[src/rtl/mii_frame_monitor_if.sv]
// Stream-side bundle for the MII frame monitor: word qualifier, byte lanes
// and per-lane control flags. The master drives the stream; the monitor
// only observes it through the slave modport.
interface mii_frame_monitor_if #(
    parameter int DATA_WIDTH = 64
) ();
    localparam int CTRL_WIDTH = DATA_WIDTH / 8;

    logic                  i_valid;
    logic [DATA_WIDTH-1:0] i_tx_data;
    logic [CTRL_WIDTH-1:0] i_tx_ctrl;

    modport master (
        output i_valid,
        output i_tx_data,
        output i_tx_ctrl
    );

    modport slave (
        input i_valid,
        input i_tx_data,
        input i_tx_ctrl
    );
endinterface

[src/rtl/mii_frame_monitor.sv]
// Passive XGMII-style frame monitor for DATA_WIDTH/8 byte lanes.
// Delimits frames on START (lane 0 only) and TERM (any lane). For each
// closed frame it reports the byte length, and for each closed gap the
// idle byte count, flagging out-of-range values and control-character
// violations. Saturating frame/error counters are cleared by i_clear.
// Optional build macro MII_MON_STATS_EN adds min/max good-frame length.
module mii_frame_monitor #(
    parameter int         DATA_WIDTH      = 64,
    parameter int         CTRL_WIDTH      = DATA_WIDTH / 8,
    parameter logic [7:0] IDLE_CODE       = 8'h07,
    parameter logic [7:0] START_CODE      = 8'hFB,
    parameter logic [7:0] TERM_CODE       = 8'hFD,
    parameter int         MIN_FRAME_BYTES = 64,
    parameter int         MAX_FRAME_BYTES = 1518,
    parameter int         MIN_IPG_BYTES   = 12,
    parameter int         MAX_IPG_BYTES   = 0,
    parameter int         LEN_WIDTH       = 16,
    parameter int         CNT_WIDTH       = 32
) (
    input  logic                 clk,
    input  logic                 i_rst_n,
    mii_frame_monitor_if.slave   mii,
    input  logic                 i_clear,
    output logic                 o_in_frame,
    output logic                 o_frame_done,
    output logic [LEN_WIDTH-1:0] o_frame_len,
    output logic                 o_len_error,
    output logic                 o_ipg_done,
    output logic [LEN_WIDTH-1:0] o_ipg_len,
    output logic                 o_ipg_error,
    output logic                 o_ctrl_error,
    output logic [CNT_WIDTH-1:0] o_frame_cnt,
    output logic [CNT_WIDTH-1:0] o_err_cnt
`ifdef MII_MON_STATS_EN
    ,
    output logic [LEN_WIDTH-1:0] o_min_len,
    output logic [LEN_WIDTH-1:0] o_max_len
`endif
);

    localparam int IDX_W = (CTRL_WIDTH > 1) ? $clog2(CTRL_WIDTH) : 1;

    localparam logic [LEN_WIDTH-1:0] LEN_ONES  = '1;
    localparam logic [LEN_WIDTH-1:0] START_LEN = LEN_WIDTH'(CTRL_WIDTH - 1);
    localparam logic [LEN_WIDTH:0]   LANES_EXT = (LEN_WIDTH + 1)'(CTRL_WIDTH);
    localparam logic [LEN_WIDTH-1:0] MIN_LEN   = LEN_WIDTH'(MIN_FRAME_BYTES);
    localparam logic [LEN_WIDTH-1:0] MAX_LEN   = LEN_WIDTH'(MAX_FRAME_BYTES);
    localparam logic [LEN_WIDTH-1:0] MIN_GAP   = LEN_WIDTH'(MIN_IPG_BYTES);
    localparam logic [LEN_WIDTH-1:0] MAX_GAP   = LEN_WIDTH'(MAX_IPG_BYTES);
    localparam logic [CNT_WIDTH-1:0] CNT_ONES  = '1;

    typedef enum logic [1:0] {
        WAIT_START = 2'd0,
        IN_FRAME   = 2'd1,
        IN_GAP     = 2'd2
    } state_t;

    state_t state_q, state_d;

    logic [LEN_WIDTH-1:0] len_q, len_d;
    logic                 len_sat_q, len_sat_d;
    logic [LEN_WIDTH-1:0] gap_q, gap_d;
    logic                 gap_sat_q, gap_sat_d;

    logic                 in_frame_q;
    logic                 frame_done_q, frame_done_d;
    logic [LEN_WIDTH-1:0] frame_len_q, frame_len_d;
    logic                 len_error_q, len_error_d;
    logic                 ipg_done_q, ipg_done_d;
    logic [LEN_WIDTH-1:0] ipg_len_q, ipg_len_d;
    logic                 ipg_error_q, ipg_error_d;
    logic                 ctrl_error_q, ctrl_error_d;
    logic [CNT_WIDTH-1:0] frame_cnt_q, frame_cnt_d;
    logic [CNT_WIDTH-1:0] err_cnt_q, err_cnt_d;

    // ------------------------------------------------------------------
    // Per-lane character decode
    // ------------------------------------------------------------------
    logic [CTRL_WIDTH-1:0] lane_idle;
    logic [CTRL_WIDTH-1:0] lane_term;
    logic [CTRL_WIDTH-1:0] lane_start;
    logic [CTRL_WIDTH-1:0] tail_idle;

    for (genvar gi = 0; gi < CTRL_WIDTH; gi++) begin : g_lane
        logic [7:0] lane_byte;
        assign lane_byte      = mii.i_tx_data[8*gi +: 8];
        assign lane_idle[gi]  = mii.i_tx_ctrl[gi] && (lane_byte == IDLE_CODE);
        assign lane_term[gi]  = mii.i_tx_ctrl[gi] && (lane_byte == TERM_CODE);
        assign lane_start[gi] = mii.i_tx_ctrl[gi] && (lane_byte == START_CODE);
    end

    // tail_idle[k]: every lane above k carries a control IDLE
    always_comb begin : p_tail_idle
        logic run;
        run = 1'b1;
        for (int i = CTRL_WIDTH - 1; i >= 0; i--) begin
            tail_idle[i] = run;
            run          = run & lane_idle[i];
        end
    end

    // Lowest lane with its control flag set
    logic             first_found;
    logic [IDX_W-1:0] first_idx;

    // Priority scan: the loop runs downward so the lowest hit wins
    always_comb begin : p_first_ctrl
        first_found = 1'b0;
        first_idx   = '0;
        for (int i = CTRL_WIDTH - 1; i >= 0; i--) begin
            if (mii.i_tx_ctrl[i]) begin
                first_found = 1'b1;
                first_idx   = IDX_W'(i);
            end
        end
    end

    logic start_misplaced;
    logic other_ctrl;
    logic all_idle;
    logic first_is_term;
    logic first_tail_ok;

    assign start_misplaced = |lane_start[CTRL_WIDTH-1:1];
    assign other_ctrl      = |mii.i_tx_ctrl[CTRL_WIDTH-1:1];
    assign all_idle        = &lane_idle;
    assign first_is_term   = lane_term[first_idx];
    assign first_tail_ok   = tail_idle[first_idx];

    // ------------------------------------------------------------------
    // Saturating accumulators. The extra top bit is the carry that marks
    // saturation; once saturated, the flag sticks until the next restart.
    // ------------------------------------------------------------------
    logic [LEN_WIDTH:0]   len_addend;
    logic [LEN_WIDTH:0]   len_sum_full;
    logic [LEN_WIDTH-1:0] len_sum;
    logic                 len_sum_sat;
    logic [LEN_WIDTH:0]   gap_sum_full;
    logic [LEN_WIDTH-1:0] gap_sum;
    logic                 gap_sum_sat;
    logic [LEN_WIDTH-1:0] gap_after_term;
    logic                 len_bad;
    logic                 gap_bad;

    assign len_addend     = first_found ? (LEN_WIDTH + 1)'(first_idx) : LANES_EXT;
    assign len_sum_full   = {1'b0, len_q} + len_addend;
    assign len_sum        = len_sum_full[LEN_WIDTH] ? LEN_ONES : len_sum_full[LEN_WIDTH-1:0];
    assign len_sum_sat    = len_sat_q | len_sum_full[LEN_WIDTH];
    assign gap_sum_full   = {1'b0, gap_q} + LANES_EXT;
    assign gap_sum        = gap_sum_full[LEN_WIDTH] ? LEN_ONES : gap_sum_full[LEN_WIDTH-1:0];
    assign gap_sum_sat    = gap_sat_q | gap_sum_full[LEN_WIDTH];
    assign gap_after_term = START_LEN - LEN_WIDTH'(first_idx);

    assign len_bad = len_sum_sat || (len_sum < MIN_LEN) || (len_sum > MAX_LEN);
    assign gap_bad = gap_sat_q || (gap_q < MIN_GAP) ||
                     ((MAX_IPG_BYTES != 0) && (gap_q > MAX_GAP));

    // Frame/gap state machine: next state, accumulators and result pulses
    always_comb begin : p_next
        state_d      = state_q;
        len_d        = len_q;
        len_sat_d    = len_sat_q;
        gap_d        = gap_q;
        gap_sat_d    = gap_sat_q;
        frame_done_d = 1'b0;
        frame_len_d  = frame_len_q;
        len_error_d  = 1'b0;
        ipg_done_d   = 1'b0;
        ipg_len_d    = ipg_len_q;
        ipg_error_d  = 1'b0;
        ctrl_error_d = 1'b0;

        if (mii.i_valid) begin
            case (state_q)
                WAIT_START: begin
                    if (start_misplaced) begin
                        ctrl_error_d = 1'b1;
                    end else if (lane_start[0]) begin
                        state_d   = IN_FRAME;
                        len_d     = START_LEN;
                        len_sat_d = 1'b0;
                    end
                end

                IN_FRAME: begin
                    if (start_misplaced) begin
                        ctrl_error_d = 1'b1;
                        state_d      = WAIT_START;
                    end else if (!first_found) begin
                        len_d     = len_sum;
                        len_sat_d = len_sum_sat;
                    end else if (first_is_term) begin
                        // The frame closes even if the tail after TERM is dirty
                        frame_done_d = 1'b1;
                        frame_len_d  = len_sum;
                        len_error_d  = len_bad;
                        ctrl_error_d = !first_tail_ok;
                        len_d        = len_sum;
                        len_sat_d    = len_sum_sat;
                        gap_d        = gap_after_term;
                        gap_sat_d    = 1'b0;
                        state_d      = IN_GAP;
                    end else begin
                        ctrl_error_d = 1'b1;
                        state_d      = WAIT_START;
                    end
                end

                IN_GAP: begin
                    if (start_misplaced) begin
                        ctrl_error_d = 1'b1;
                        state_d      = WAIT_START;
                    end else if (all_idle) begin
                        gap_d     = gap_sum;
                        gap_sat_d = gap_sum_sat;
                    end else if (lane_start[0] && !other_ctrl) begin
                        ipg_done_d  = 1'b1;
                        ipg_len_d   = gap_q;
                        ipg_error_d = gap_bad;
                        len_d       = START_LEN;
                        len_sat_d   = 1'b0;
                        state_d     = IN_FRAME;
                    end else begin
                        ctrl_error_d = 1'b1;
                        state_d      = WAIT_START;
                    end
                end

                default: begin
                    state_d = WAIT_START;
                end
            endcase
        end
    end

    // Statistics counters: clear wins over this cycle's increments
    always_comb begin : p_counters
        frame_cnt_d = frame_cnt_q;
        err_cnt_d   = err_cnt_q;
        if (i_clear) begin
            frame_cnt_d = '0;
            err_cnt_d   = '0;
        end else begin
            if (frame_done_d && (frame_cnt_q != CNT_ONES)) begin
                frame_cnt_d = frame_cnt_q + 1'b1;
            end
            if ((len_error_d || ipg_error_d || ctrl_error_d) && (err_cnt_q != CNT_ONES)) begin
                err_cnt_d = err_cnt_q + 1'b1;
            end
        end
    end

    // State, accumulators and all registered outputs
    always_ff @(posedge clk or negedge i_rst_n) begin
        if (!i_rst_n) begin
            state_q      <= WAIT_START;
            len_q        <= '0;
            len_sat_q    <= 1'b0;
            gap_q        <= '0;
            gap_sat_q    <= 1'b0;
            in_frame_q   <= 1'b0;
            frame_done_q <= 1'b0;
            frame_len_q  <= '0;
            len_error_q  <= 1'b0;
            ipg_done_q   <= 1'b0;
            ipg_len_q    <= '0;
            ipg_error_q  <= 1'b0;
            ctrl_error_q <= 1'b0;
            frame_cnt_q  <= '0;
            err_cnt_q    <= '0;
        end else begin
            state_q      <= state_d;
            len_q        <= len_d;
            len_sat_q    <= len_sat_d;
            gap_q        <= gap_d;
            gap_sat_q    <= gap_sat_d;
            in_frame_q   <= (state_d == IN_FRAME);
            frame_done_q <= frame_done_d;
            frame_len_q  <= frame_len_d;
            len_error_q  <= len_error_d;
            ipg_done_q   <= ipg_done_d;
            ipg_len_q    <= ipg_len_d;
            ipg_error_q  <= ipg_error_d;
            ctrl_error_q <= ctrl_error_d;
            frame_cnt_q  <= frame_cnt_d;
            err_cnt_q    <= err_cnt_d;
        end
    end

    assign o_in_frame   = in_frame_q;
    assign o_frame_done = frame_done_q;
    assign o_frame_len  = frame_len_q;
    assign o_len_error  = len_error_q;
    assign o_ipg_done   = ipg_done_q;
    assign o_ipg_len    = ipg_len_q;
    assign o_ipg_error  = ipg_error_q;
    assign o_ctrl_error = ctrl_error_q;
    assign o_frame_cnt  = frame_cnt_q;
    assign o_err_cnt    = err_cnt_q;

`ifdef MII_MON_STATS_EN
    logic [LEN_WIDTH-1:0] min_len_q, min_len_d;
    logic [LEN_WIDTH-1:0] max_len_q, max_len_d;

    // Min/max tracking over frames closed by TERM with a legal length
    always_comb begin : p_stats
        min_len_d = min_len_q;
        max_len_d = max_len_q;
        if (i_clear) begin
            min_len_d = LEN_ONES;
            max_len_d = '0;
        end else if (frame_done_d && !len_error_d) begin
            if (frame_len_d < min_len_q) begin
                min_len_d = frame_len_d;
            end
            if (frame_len_d > max_len_q) begin
                max_len_d = frame_len_d;
            end
        end
    end

    // Stats registers; min starts at all-ones so the first good frame wins
    always_ff @(posedge clk or negedge i_rst_n) begin
        if (!i_rst_n) begin
            min_len_q <= LEN_ONES;
            max_len_q <= '0;
        end else begin
            min_len_q <= min_len_d;
            max_len_q <= max_len_d;
        end
    end

    assign o_min_len = min_len_q;
    assign o_max_len = max_len_q;
`endif

endmodule

[src/flat_wrapper.sv]
// flat-port wrapper written by rule: the top's interface ports become plain ports
module mii_frame_monitor_flat 
#(
    parameter int         DATA_WIDTH      = 64,
    parameter int         CTRL_WIDTH      = DATA_WIDTH / 8,
    parameter logic [7:0] IDLE_CODE       = 8'h07,
    parameter logic [7:0] START_CODE      = 8'hFB,
    parameter logic [7:0] TERM_CODE       = 8'hFD,
    parameter int         MIN_FRAME_BYTES = 64,
    parameter int         MAX_FRAME_BYTES = 1518,
    parameter int         MIN_IPG_BYTES   = 12,
    parameter int         MAX_IPG_BYTES   = 0,
    parameter int         LEN_WIDTH       = 16,
    parameter int         CNT_WIDTH       = 32
)
  (clk, i_rst_n, i_clear, o_in_frame, o_frame_done, o_frame_len, o_len_error, o_ipg_done, o_ipg_len, o_ipg_error, o_ctrl_error, o_frame_cnt, o_err_cnt, mii_i_valid, mii_i_tx_data, mii_i_tx_ctrl);
  mii_frame_monitor_if #(.DATA_WIDTH(DATA_WIDTH)) mii_i ();
  input  logic clk;
  input  logic i_rst_n;
  input  logic i_clear;
  output logic o_in_frame;
  output logic o_frame_done;
  output logic [LEN_WIDTH-1:0] o_frame_len;
  output logic o_len_error;
  output logic o_ipg_done;
  output logic [LEN_WIDTH-1:0] o_ipg_len;
  output logic o_ipg_error;
  output logic o_ctrl_error;
  output logic [CNT_WIDTH-1:0] o_frame_cnt;
  output logic [CNT_WIDTH-1:0] o_err_cnt;
  input wire logic [$bits(mii_i.i_valid)-1:0] mii_i_valid;
  input wire logic [$bits(mii_i.i_tx_data)-1:0] mii_i_tx_data;
  input wire logic [$bits(mii_i.i_tx_ctrl)-1:0] mii_i_tx_ctrl;
  assign mii_i.i_valid = mii_i_valid;
  assign mii_i.i_tx_data = mii_i_tx_data;
  assign mii_i.i_tx_ctrl = mii_i_tx_ctrl;
  mii_frame_monitor #(.DATA_WIDTH(DATA_WIDTH), .CTRL_WIDTH(CTRL_WIDTH), .IDLE_CODE(IDLE_CODE), .START_CODE(START_CODE), .TERM_CODE(TERM_CODE), .MIN_FRAME_BYTES(MIN_FRAME_BYTES), .MAX_FRAME_BYTES(MAX_FRAME_BYTES), .MIN_IPG_BYTES(MIN_IPG_BYTES), .MAX_IPG_BYTES(MAX_IPG_BYTES), .LEN_WIDTH(LEN_WIDTH), .CNT_WIDTH(CNT_WIDTH)) u_core (.clk(clk), .i_rst_n(i_rst_n), .mii(mii_i), .i_clear(i_clear), .o_in_frame(o_in_frame), .o_frame_done(o_frame_done), .o_frame_len(o_frame_len), .o_len_error(o_len_error), .o_ipg_done(o_ipg_done), .o_ipg_len(o_ipg_len), .o_ipg_error(o_ipg_error), .o_ctrl_error(o_ctrl_error), .o_frame_cnt(o_frame_cnt), .o_err_cnt(o_err_cnt));
endmodule
[config.mk]
export PLATFORM = sky130hd
export DESIGN_NAME = mii_frame_monitor_flat
export DESIGN_NICKNAME = d
export VERILOG_FILES = /design/src/rtl/mii_frame_monitor_if.sv /design/src/rtl/mii_frame_monitor.sv /design/src/flat_wrapper.sv
export SDC_FILE = /design/constraint.sdc
export NUM_CORES = 1
export LEC_CHECK = 0
export CORE_MARGIN = 2
export CORE_UTILIZATION = 41
export DETAILED_ROUTE_END_ITERATION = 10
export GPL_ROUTABILITY_DRIVEN = 1
export PLACE_DENSITY = 0.64
export REMOVE_ABC_BUFFERS = 1
export SLEW_MARGIN = 0
export SYNTH_ARGS = -nofsm -noshare
export SYNTH_HDL_FRONTEND = slang
export SYNTH_SLANG_ARGS = --single-unit
[constraint.sdc]
create_clock -name clk -period 4.2 [get_ports clk]
set_input_delay 0.63 -clock clk [delete_from_list [all_inputs] [get_ports clk]]
set_output_delay 0.63 -clock clk [all_outputs]
set_load 0.01 [all_outputs]
Word level (Yosys, flattened, before mapping)
Cells that the tools add are included.

word-level totals
  output and inout port bits = 102
  logic and storage cells = 215
  input port bits = 76
  register bits = 138

operators by class
  $lt $le $gt $ge = 4
  $add $sub $neg = 5
  reductions and logical operators = 46
  bitwise logic cells = 10
  muxes and demuxes = 96
  equality and inequality tests = 39

operator list
  cell                                                              number
  2-to-1 mux 16 bit                                                 15
  == test 8 bit (second input constant)                             16
  2-to-1 mux 32 bit                                                 4
  adder 32 x 1 -> 32 bit (second input constant)                    2
  == test 8 x 3 -> 1 bit (second input constant)                    8
  != test 32 bit (second input constant)                            2
  2-to-1 mux 1 bit                                                  52
  one-hot mux 16 bit (3 select lines)                               1
  one-hot mux 16 bit (2 select lines)                               1
  logical AND 1 bit                                                 27
  2-to-1 mux 3 bit                                                  8
  adder 16 x 17 -> 17 bit                                           1
  adder 16 x 4 -> 17 bit (second input constant)                    1
  greater-than comparator 16 x 11 -> 1 bit (second input constant)  1
  less-than comparator 16 x 4 -> 1 bit (second input constant)      1
  less-than comparator 16 x 7 -> 1 bit (second input constant)      1
  2-to-1 mux 2 bit                                                  8
  OR reduction 7 bit                                                2
  != test 2 x 1 -> 1 bit (second input constant)                    5
  AND reduction 5 bit                                               2
  AND reduction 9 bit                                               1
  != test 2 bit (second input constant)                             4
  AND reduction 8 bit                                               1
  AND reduction 7 bit                                               1
  other kinds (18)                                                  35

Longest topological paths before layout
Gate-level depths: netlist of run 1.

  depth after elaboration = 24
  mapped depth = 17
  mapped depth without buffers = 15

Worst setup path after synthesis of run 1
OpenSTA, ideal clock, no wires.

  kind = in2reg
  start point = input port mii_i_tx_ctrl[6]
  end point = register u_core.err_cnt_q[13], in the netlist u_core.o_err_cnt[13]
  library setup time = 0.128 ns
  data arrival time = 4.573 ns
  data required time = 4.072 ns
  setup slack = -0.500 ns
  path buffers = 2
  cell stages on the path = 15
  path through = or4_1 nand2b_1 nor3_1 ha_1 clkbuf_1 nor2_1 nor3_1 and3_1 o311ai_1 o311ai_0 a311oi_1 nor3_2 buf_4 nor4b_1 mux2_1

between the ends
  word-level cells in the longest chain between the ends = 22
  elaborated cells on any way between the ends = 64
  those cells by class = 1 x add/sub; 2 x order compare; 39 x mux; 7 x bitwise; 15 x reduce/logical

ends and longest elaborated chain
  item                                                                      line                      RTL
  start: declaration                                                        flat_wrapper.sv:33        input wire logic [$bits(mii_i.i_tx_ctrl)-1:0] mii_i_tx_ctrl;
  2-to-1 mux 3 bit / 2-to-1 mux 1 bit (equally long branches) (7 in a row)  mii_frame_monitor.sv:111  if (mii.i_tx_ctrl[i]) begin
  2-to-1 mux 4 bit                                                          mii_frame_monitor.sv:145  assign len_addend = first_found ? (LEN_WIDTH + 1)'(first_idx) : LANES_EXT;
  adder 16 x 17 -> 17 bit                                                   mii_frame_monitor.sv:146  assign len_sum_full = {1'b0, len_q} + len_addend;
  2-to-1 mux 16 bit                                                         mii_frame_monitor.sv:147  assign len_sum = len_sum_full[LEN_WIDTH] ? LEN_ONES : len_sum_full[LEN_WIDTH-1:0];
  less-than comparator 16 x 7 -> 1 bit                                      mii_frame_monitor.sv:154  assign len_bad = len_sum_sat || (len_sum < MIN_LEN) || (len_sum > MAX_LEN);
  logical OR 1 bit (2 in a row)                                             mii_frame_monitor.sv:154
  2-to-1 mux 1 bit                                                          mii_frame_monitor.sv:192  end else if (first_is_term) begin
  2-to-1 mux 1 bit                                                          mii_frame_monitor.sv:189  end else if (!first_found) begin
  2-to-1 mux 1 bit (*)                                                      mii_frame_monitor.sv:186  if (start_misplaced) begin
  2-to-1 mux 1 bit (*)                                                      mii_frame_monitor.sv:174  case (state_q)
  2-to-1 mux 1 bit (*)                                                      mii_frame_monitor.sv:173  if (mii.i_valid) begin
  via u_core.len_error_d                                                    mii_frame_monitor.sv:68   logic len_error_q, len_error_d;
  logical OR 1 bit (*) (2 in a row)                                         mii_frame_monitor.sv:247  if ((len_error_d || ipg_error_d || ctrl_error_d) && (err_cnt_q != CNT_ONES)) begin
  logical AND 1 bit (*)                                                     mii_frame_monitor.sv:247
  nonzero test 2 bit (no line) (*)                                          -
  end signal: assignment                                                    mii_frame_monitor.sv:286  err_cnt_q <= err_cnt_d;
  end: declaration                                                          mii_frame_monitor.sv:74   logic [CNT_WIDTH-1:0] err_cnt_q, err_cnt_d;

The timed path passes the listed nets; every way through them passes the cells marked *. The select of a mux whose other input is x is not followed.
A chain may end at the register's enable or synchronous reset.

Worst setup path in the final report of run 1
  start point = input port mii_i_tx_ctrl[6]
  end point = register u_core.err_cnt_q[20], in the netlist u_core.o_err_cnt[20]

The elaborated chain is that of the path after synthesis.

==> results of run 1 <==
-- sequential cells by signal (all words and copies together) (netlist names) --
name / count
u_core.o_err_cnt: 32
u_core.o_frame_cnt: 32
u_core.gap_q: 16
u_core.len_q: 16
u_core.o_frame_len: 16
u_core.o_ipg_len: 16
u_core.state_q: 2
u_core.gap_sat_q: 1
u_core.len_sat_q: 1
u_core.o_ctrl_error: 1
u_core.o_frame_done: 1
u_core.o_in_frame: 1
u_core.o_ipg_done: 1
u_core.o_ipg_error: 1
u_core.o_len_error: 1
-- metrics by stage --
| stage | worst slack, ns | instance area, um^2 | power (mW) |
|---|---|---|---|
| 2_1_floorplan | -1.04 | 7960 | 1.71 |
| 3_3_place_gp | -0.941 | 10800 | 2.07 |
| 3_5_place_dp | -1.06 | 10800 | 2.09 |
| 4_1_cts | -0.00694 | 11600 | 3.69 |
| 5_1_grt | -0.0986 | 11900 | 3.90 |
| 6_report | -0.00184 | 11900 | 3.75 |
-- final cells by class --
cell class	count	area, um^2
fill	1685	7580
multi-input combinational	714	4730
sequential	138	3450
timing repair buffer	283	2670
clock buffer	18	429
tap	265	332
clock inverter	14	171
inverter	27	101
-- metal layers --
metal  vias to the layer above  part of all wire, %  track usage, %
li1                       3950                    -               -
met1                      3958                   43            29.0
met2                       309                   48            38.4
met3                        40                  6.8            5.66
met4                         0                  1.9            6.09
met5                         -                    0               0
-- worst register-to-register path: cells and delay by family, from the launching register on --
kind | cells | cell delay, ns
and+or+nand+nor | 2 | 0.60
DFF | 1 | 0.38
buffers and inverters | 3 | 0.54
AOI/OAI and AO/OA | 6 | 1.35
xor gates and xnor gates | 1 | 0.16
adders and majority gates | 2 | 0.58
-- power by group --
group          switching [mW]  internal (mW)
combinational           0.369          0.392
clock                   0.608          0.936
sequential             0.0585           1.38
-- what timing repair did --
item,in CTS,in global routing
cloned,2,1
pin swaps,23,28
buffers inserted,7,12
hold buffers,0,0
gates resized for setup,40,56
setup endpoints to repair,32,32
-- path summary, 6_finish.rpt --
check / startpoint / endpoint / slack (ns)
setup / recovery: mii_i_tx_ctrl[6] / u_core.o_err_cnt[20] / -0.002
hold / removal: i_rst_n / u_core.len_q[0] / 0.23
setup reg to reg: u_core.len_q[0] / u_core.o_err_cnt[20] / 0.51
hold reg to reg: u_core.o_frame_len[0] / u_core.o_frame_len[0] / 0.47
max in group asynchronous: i_rst_n / u_core.o_frame_cnt[16] / 3.05
min in group clk: u_core.o_frame_len[0] / u_core.o_frame_len[0] / 0.47
-- cell usage in the layout (no fill, tap or decap), drive strengths merged, types with 5 or more instances in the layout --
master	instances
nor2b	12
a21oi	64
nand2	90
and2	8
clkbuf	23
nor4	23
ha	11
xor2	18
o31ai	20
nor4b	10
nor2	86
mux2	27
xnor2	15
or3	20
nor3	21
nand3	56
a41oi	5
clkinv	7
and4	13
a21o	5
nand2b	5
or4	23
buf	108
o211ai	5
and3	18
a31oi	15
inv	28
clkdlybuf4s50	167
nand4	27
dfrtp	138
nand3b	5
o21ai	49
-- kinds of logic (layout without fill, tap and decap cells) --
kind of cell,after synthesis,after routing,share of synthesized area (%)
buffers and inverters,76,342,3.62
adder cells (fa/ha/maj),12,12,1.93
AND/OR/NAND/NOR,432,433,28.5
XOR/XNOR,33,33,3.54
flip-flops,138,138,42.3
AO/OA/AOI/OAI,205,205,15.8
multiplexers,31,31,4.27
==> impl_metrics.env, run 1 <==
export IMPL_synth_area_um2=8160
export IMPL_crit_required_ns=4.55
export IMPL_hold_slack_ns=0.230
export IMPL_status="finished with violations"
export IMPL_cts_buffer_depth=2
export IMPL_port_buffer_count=177
export IMPL_max_freq_mhz=238
export IMPL_antenna_left=0
export IMPL_clkTransAtPathRegs_ns=0.06
export IMPL_ys_top_cells_by_area="dfrtp_1, nand2_1, nor2_1, a21oi_1, nand3_1"
export IMPL_syn_avg_cell_area_um2=8.80
export IMPL_htreeDepth=4
export IMPL_synth_largest_area_cell="dfrtp_1"
export IMPL_clock_sinks=138
export IMPL_power_leakage_nw=4.80
export IMPL_ir_worst_vdd_mv=0.220
export IMPL_crit_buf_inv=5
export IMPL_worstPathMaxFanout=6
export IMPL_drv_cap=0
export IMPL_post_synth_top_count_cell="dfrtp_1"
export IMPL_grt_pass1_wl_um=39300
export IMPL_r2r_cells=14
export IMPL_drt_total_wl_um=24300
export IMPL_cts_tree="done"
export IMPL_yosysWarnings=0
export IMPL_crit_path_cell_trace="buf_4 -> or4_4 -> nand2b_4 -> nor3_4 -> ha_4 -> buf_6 -> o21a_1 -> buf_4 -> a211oi_2 -> o21ai_1 -> a211o_1 -> a21o_1 -> a311oi_2 -> buf_4 -> nor3_4 -> buf_12 -> or4_1 -> a21oi_2"
export IMPL_slew_headroom_pct=30.7
export IMPL_tightest_slew_ns=1.04
export IMPL_yosysUniqueCellTypes=74
export IMPL_drt_iter0_markers=507
export IMPL_wire_per_inst_um=16.7
export IMPL_grt_pass1_vias=7878
export IMPL_core_area_um2=19500
export IMPL_antenna_found_initial=0
export IMPL_path_class="in -> reg"
export IMPL_setup_viol=1
export IMPL_synth_common_cells="dfrtp_1, nand2_1, nor2_1"
export IMPL_syn_inst=927
export IMPL_syn_to_final_growth_pct=45.8
export IMPL_yosysSeqAreaShare_pct=42.3
export IMPL_first_pass_iters=5
export IMPL_drc_errors=0
export IMPL_synth_async_reset_ratio_pct=100
export IMPL_synth_edff_count=0
export IMPL_finClkSkew_ns=0.00733
export IMPL_max_stage_delay_ns=0.55
export IMPL_cp_depth=18
export IMPL_end_kind="register"
export IMPL_rows=51
export IMPL_layout_min_cycle_time_ns=4.20
export IMPL_vias=8257
export IMPL_nets=1269
export IMPL_place_congestion=0.909
export IMPL_clk_latency_ns=0.43
export IMPL_grt_usage_pct=22.7
export IMPL_rsz0062_at_grt="true"
export IMPL_start_util_pct=41.9
export IMPL_cp_common_cell="buf_4"
export IMPL_clock_root_buffer="clkbuf_16"
export IMPL_die_height_um=145
export IMPL_fin_setup_tns_ns=-0.00184
export IMPL_vias_per_cell=5.66
export IMPL_dp_hpwl_um=17000
export IMPL_synth_main_ff_cell="dfrtp_1"
export IMPL_slowest_stage="or4_4"
export IMPL_dpl_cell_count=1405
export IMPL_io_pins=178
export IMPL_setup_ws_ns=-0.00184
export IMPL_grt_max_degree=88
export IMPL_startpoint_type="primary input"
export IMPL_arrival_ns=4.55
export IMPL_cts_buffers=17
export IMPL_die_area_um2=21000
export IMPL_finalNonFillerCells=1459
export IMPL_crit_family="simple AND/OR/NAND/NOR gates"
export IMPL_drive_gt1_share_pct=18.8
export IMPL_fin_crit_sh_pct=100
export IMPL_post_route_util_pct=61.1
export IMPL_ys_seq_elements=138
export IMPL_grt_overflow=0
export IMPL_yosysTopAreaCellShare_pct=42.3
export IMPL_violations="negative setup slack"
export IMPL_worst_hold_path_type="in -> async"
export IMPL_power_density_nw_per_um2=315
export IMPL_antenna_cells=0
export IMPL_finalHoldViolCount=0
export IMPL_die_width_um=145
export IMPL_slew_violations=0
Note: power is estimated with default switching activity, not from simulation.
==> run 2: changes to the inputs <==
CELL_PAD_IN_SITES_DETAIL_PLACEMENT = 2   (was default)
CELL_PAD_IN_SITES_GLOBAL_PLACEMENT = 2   (was default)
CORE_UTILIZATION = 38   (was 41)
DONT_BUFFER_PORTS = 1   (was default)
MAX_ROUTING_LAYER = met4   (was default)
PLACE_DENSITY = 0.77   (was 0.64)
==> impl_metrics.env, run 2 (synthesized netlist as in run 1, its figures left out) <==
export IMPL_status="complete, no violations"
export IMPL_cp_common_cell="buf_4"
export IMPL_core_area_um2=21000
export IMPL_io_pins=178
export IMPL_drt_iter0_markers=349
export IMPL_port_buffer_count=0
export IMPL_first_pass_iters=4
export IMPL_clkTransAtPathRegs_ns=0.06
export IMPL_slowest_stage="or4_1"
export IMPL_drv_cap=0
export IMPL_die_area_um2=22600
export IMPL_grt_usage_pct=26.4
export IMPL_max_stage_delay_ns=0.55
export IMPL_power_density_nw_per_um2=369
export IMPL_fin_crit_sh_pct=99.2
export IMPL_dp_hpwl_um=20200
export IMPL_final_common_cell="dfrtp_1"
export IMPL_drt_total_wl_um=30200
export IMPL_syn_to_final_growth_pct=18.7
export IMPL_grt_pass1_wl_um=45900
export IMPL_grt_pass1_vias=8676
export IMPL_final_cell_mix="dfrtp_1, nand2_1, nor2_1, a21oi_1"
export IMPL_drive_gt1_share_pct=15.7
export IMPL_post_route_util_pct=46.1
export IMPL_arrival_ns=4.48
export IMPL_slew_violations=0
export IMPL_antenna_cells=0
export IMPL_end_kind="register"
export IMPL_slew_headroom_pct=42.2
export IMPL_nets=1046
export IMPL_antenna_found_initial=0
export IMPL_start_util_pct=38.8
export IMPL_setup_viol=0
export IMPL_grt_overflow=0
export IMPL_die_width_um=150
export IMPL_layout_min_cycle_time_ns=4.17
export IMPL_grt_max_degree=139
export IMPL_place_congestion=0.863
export IMPL_multi_input_area_um2=4650
export IMPL_max_freq_mhz=240
export IMPL_crit_required_ns=4.52
export IMPL_cts_buffers=17
export IMPL_crit_path_cell_trace="or4_1 -> nand2b_1 -> nor3_4 -> ha_4 -> a211oi_4 -> buf_12 -> nor4_2 -> buf_4 -> mux2_2 -> nor2_1 -> and4_1 -> a311oi_2 -> buf_4 -> buf_4 -> or3_4 -> and3_1 -> mux2_4"
export IMPL_fin_setup_tns_ns=0
export IMPL_crit_family="simple AND/OR/NAND/NOR gates"
export IMPL_rows=53
export IMPL_worstPathMaxFanout=7
export IMPL_path_class="in -> reg"
export IMPL_clock_sinks=138
export IMPL_tightest_slew_ns=0.860
export IMPL_die_height_um=150
export IMPL_finClkSkew_ns=0.0134
export IMPL_wire_per_inst_um=24.3
export IMPL_antenna_left=0
export IMPL_power_leakage_nw=3.89
export IMPL_vias_per_cell=6.22
export IMPL_cts_tree="done"
export IMPL_ir_worst_vdd_mv=0.192
export IMPL_nFillCells=2256
export IMPL_finalHoldViolCount=0
export IMPL_startpoint_type="primary input"
export IMPL_drc_errors=0
export IMPL_regArea_um2=3450
export IMPL_vias=7754
export IMPL_clock_root_buffer="clkbuf_16"
export IMPL_htreeDepth=4
export IMPL_clk_latency_ns=0.44
export IMPL_crit_buf_inv=4
export IMPL_cts_buffer_depth=2
export IMPL_worst_hold_path_type="in -> async"
run 2: changes by cell type in the layout (fill, tap and decap cells not counted), moves of 6 or more:
| cell | delta |
|---|---|
| a21oi_1 | +8 |
| a21oi_2 | -8 |
| buf_4 | -36 |
| buf_6 | -9 |
| clkdlybuf4s50_1 | -167 |
| or4_1 | +6 |
| or4_4 | -6 |
run 2: layer usage:
layer  up-vias  GRT usage [%]  part of all wire [%]
met5         -              -                     0
met1      3970           29.7                    39
met2       230           46.5                    53
met4         0           8.02                   1.6
li1       3514              -                     -
met3        40           6.24                   6.1
run 2: metrics by stage:
stage / hold slack, ns / instances / setup slack (ns) / area [um^2] / total power [mW]
global route: 0.240 / 1246 / -0.134 / 9680 / 3.72
global placement: 0.339 / 1207 / -0.408 / 8750 / 1.87
floorplan: 0.334 / 878 / -1.04 / 7960 / 1.71
finish: 0.147 / 1246 / 0.0348 / 9680 / 3.58
detailed placement: 0.338 / 1207 / -0.638 / 8750 / 1.90
CTS: 0.219 / 1240 / 0.0209 / 9430 / 3.51
run 2: final cells by class:
type	instances	area share (%)
clock buffers	18	4.53
clock inverters	14	1.68
inverters	27	1.05
multi-input cells	713	48.0
flip-flops and latches	138	35.7
well taps	275	3.55
repair buffers	61	5.56
run 2: what timing repair did:
item | 4_1_cts | 5_1_grt
buffers inserted | 0 | 4
resized for setup | 10 | 27
hold buffers | 1 | 0
hold endpoints to repair | 138 | 0
cloned | 0 | 2
setup endpoints to repair | 26 | 32
pin swaps | 1 | 8
run 2: where the power goes:
| part | internal (mW) | switching [mW] |
|---|---|---|
| registers | 1.38 | 0.0798 |
| logic | 0.224 | 0.318 |
| clock network | 0.905 | 0.663 |
run 2: worst register-to-register path, stage by stage, from the launching register on:
cell and delay [ns]:
dfrtp_1 0.41, ha_1 0.25, fa_2 0.42, a211oi_4 0.32, buf_12 0.17, nor4_2 0.06, buf_4 0.15, mux2_2 0.28
nor2_1 0.11, and4_1 0.24, a311oi_2 0.10, buf_4 0.17, buf_4 0.13, or3_4 0.38, and3_1 0.20, mux2_4 0.30
run 2: path summary, 6_finish.rpt:
path / slack (ns) / depth (start not counted) / start / endpoint
min in group clk: 0.25 / 1 / i_clear / u_core.o_frame_cnt[14]
min: 0.15 / 1 / i_rst_n / u_core.o_frame_cnt[20]
max in group asynchronous: 3.42 / 1 / i_rst_n / u_core.o_ipg_len[1]
max: 0.03 / 17 / mii_i_tx_ctrl[6] / u_core.o_err_cnt[2]
min reg2reg: 0.50 / 1 / u_core.len_sat_q / u_core.len_sat_q
max reg2reg: 0.39 / 15 / u_core.len_q[0] / u_core.o_err_cnt[2]
==> run 3: changes to the inputs <==
CTS_CLUSTER_DIAMETER = 40   (was default)
MAX_ROUTING_LAYER = default   (was met4)
==> impl_metrics.env, run 3 (synthesized netlist as in run 1, its figures left out) <==
export IMPL_antenna_left=0
export IMPL_power_leakage_nw=3.82
export IMPL_grt_overflow=0
export IMPL_slew_headroom_pct=47.8
export IMPL_crit_path_cell_trace="or4_1 -> nand2b_4 -> nor3_4 -> ha_4 -> a211oi_4 -> nor4_1 -> buf_4 -> mux2_2 -> nor2_1 -> and4_1 -> a311oi_2 -> buf_4 -> buf_4 -> or3_4 -> and3_1 -> mux2_4"
export IMPL_post_place_ws_ns=-0.652
export IMPL_crit_required_ns=4.50
export IMPL_dpl_cell_count=1205
export IMPL_arrival_ns=4.44
export IMPL_fin_crit_sh_pct=98.5
export IMPL_vias=7748
export IMPL_worst_hold_path_type="in -> async"
export IMPL_die_width_um=150
export IMPL_final_cell_mix="dfrtp_1, nand2_1, nor2_1, a21oi_1, nand3_1"
export IMPL_place_congestion=0.845
export IMPL_drive_gt1_share_pct=14.6
export IMPL_hold_slack_ns=0.152
export IMPL_max_stage_delay_ns=0.56
export IMPL_finalNonFillerCells=1241
export IMPL_internal_power_mw=2.39
export IMPL_nets=1041
export IMPL_grt_pass1_vias=8677
export IMPL_syn_to_final_growth_pct=16.9
export IMPL_multi_input_area_um2=4630
export IMPL_reg2reg_to="u_core.o_err_cnt[31]"
export IMPL_r2r_slack_ns=0.38
export IMPL_finalHoldViolCount=0
export IMPL_nFillCells=2284
export IMPL_power_density_nw_per_um2=355
export IMPL_regArea_um2=3450
export IMPL_io_pins=178
export IMPL_p_seq_share_pct=43.3
export IMPL_slew_violations=0
export IMPL_max_freq_mhz=242
export IMPL_startpoint_type="primary input"
export IMPL_core_area_um2=21000
export IMPL_cp_common_cell="buf_4"
export IMPL_drv_cap=0
export IMPL_finClkSkew_ns=0.0108
export IMPL_die_height_um=150
export IMPL_setup_viol=0
export IMPL_final_common_cell="dfrtp_1"
export IMPL_clock_power_share_pct=42.5
export IMPL_port_buffer_count=0
export IMPL_cts_buffers=17
export IMPL_grt_usage_pct=25.6
export IMPL_combPwrFrac_pct=14.3
export IMPL_switching_share_pct=29.3
export IMPL_clock_root_buffer="clkbuf_16"
export IMPL_r2r_cells=14
export IMPL_wire_per_inst_um=23.3
export IMPL_setup_ws_ns=0.0647
export IMPL_antenna_cells=0
export IMPL_die_area_um2=22600
export IMPL_reg2reg_from="u_core.len_q[0]"
export IMPL_antenna_found_initial=0
export IMPL_vias_per_cell=6.24
export IMPL_first_pass_iters=4
export IMPL_htreeDepth=4
export IMPL_drt_iter0_markers=278
export IMPL_layout_min_cycle_time_ns=4.14
export IMPL_grt_pass1_wl_um=46000
export IMPL_grt_max_degree=139
export IMPL_cts_buffer_depth=2
export IMPL_tightest_slew_ns=0.776
export IMPL_ir_worst_vdd_mv=0.217
export IMPL_cts_tree="done"
export IMPL_worstPathMaxFanout=8
export IMPL_clock_sinks=138
export IMPL_dp_hpwl_um=20200
export IMPL_clk_latency_ns=0.43
export IMPL_slowest_stage="or4_1"
export IMPL_drc_errors=0
export IMPL_drt_total_wl_um=29000
export IMPL_p_switching_uw=990
export IMPL_clkTransAtPathRegs_ns=0.06
export IMPL_rows=53
export IMPL_design_area_um2=9530
export IMPL_placed_cell_area_um2=8740
export IMPL_start_util_pct=38.8
export IMPL_status="complete, no violations"
export IMPL_path_class="in -> reg"
export IMPL_end_kind="register"
-- run 3: final cells by class --
class                      instances  share of cell area, %
inverter                          27                   1.06
tap                              275                   3.61
sequential                       138                   36.2
timing repair buffer              56                   4.75
clock buffer                      18                   4.50
multi-input combinational        713                   48.6
clock inverter                    14                   1.30
-- run 3: how the worst max path moves through the flow --
| stage | startpoint | to | cells past startpoint |
|---|---|---|---|
| 6_report | mii_i_tx_ctrl[6] | u_core.o_err_cnt[2] | 16 |
| 5_1_grt | mii_i_tx_ctrl[6] | u_core.o_err_cnt[31] | 16 |
| 4_1_cts | mii_i_tx_ctrl[7] | u_core.o_err_cnt[7] | 17 |
| 3_5_place_dp | mii_i_tx_ctrl[6] | u_core.o_err_cnt[7] | 15 |
| 3_3_place_gp | mii_i_tx_ctrl[6] | u_core.o_err_cnt[13] | 15 |
| 2_1_floorplan | mii_i_tx_ctrl[6] | u_core.o_err_cnt[11] | 13 |
-- run 3: per-stage QoR --
step / utilization, % / TNS, ns / total power [mW]
global route: 45.4 / -0.340 / 3.53
floorplan: - / -26.57 / 1.71
CTS: 44.7 / 0 / 3.39
finish: 45.4 / 0 / 3.38
detailed placement: 41.6 / -15.45 / 1.89
global placement: 41.6 / -8.58 / 1.86
-- run 3: metal layers --
layer	vias up	GRT usage, %	routed length [um]	part of all wire [%]
met2	223	46.8	15100	52
met1	3986	29.5	11600	40
li1	3496	-	-	-
met4	0	6.70	519	1.8
met5	-	0	0	0
met3	43	6.79	1760	6.1
-- run 3: critical path, delay by kind of cell --
| kind | cells | cell delay (ns) |
|---|---|---|
| AND/OR/NAND/NOR | 8 | 2.26 |
| multiplexers | 2 | 0.62 |
| adder cells (fa/ha/maj) | 1 | 0.21 |
| buffers and inverters | 3 | 0.49 |
| AO/OA/AOI/OAI | 2 | 0.21 |
-- run 3: power by group through the flow --
stage / clock network (mW) / registers (mW) / logic (mW)
after floorplan: 0 / 1.46 / 0.252
after global placement: 0 / 1.48 / 0.376
after detailed placement: 0 / 1.48 / 0.406
after CTS: 1.46 / 1.46 / 0.462
after global routing: 1.52 / 1.47 / 0.539
final: 1.43 / 1.46 / 0.483
-- run 3: what timing repair did --
item | 4_1_cts | 5_1_grt
resized for setup | 12 | 22
hold endpoints to repair | 138 | 0
hold buffers | 1 | 0
setup endpoints to repair | 31 | 27
gates cloned | 0 | 0
setup buffers | 2 | 1
pin swaps | 2 | 4
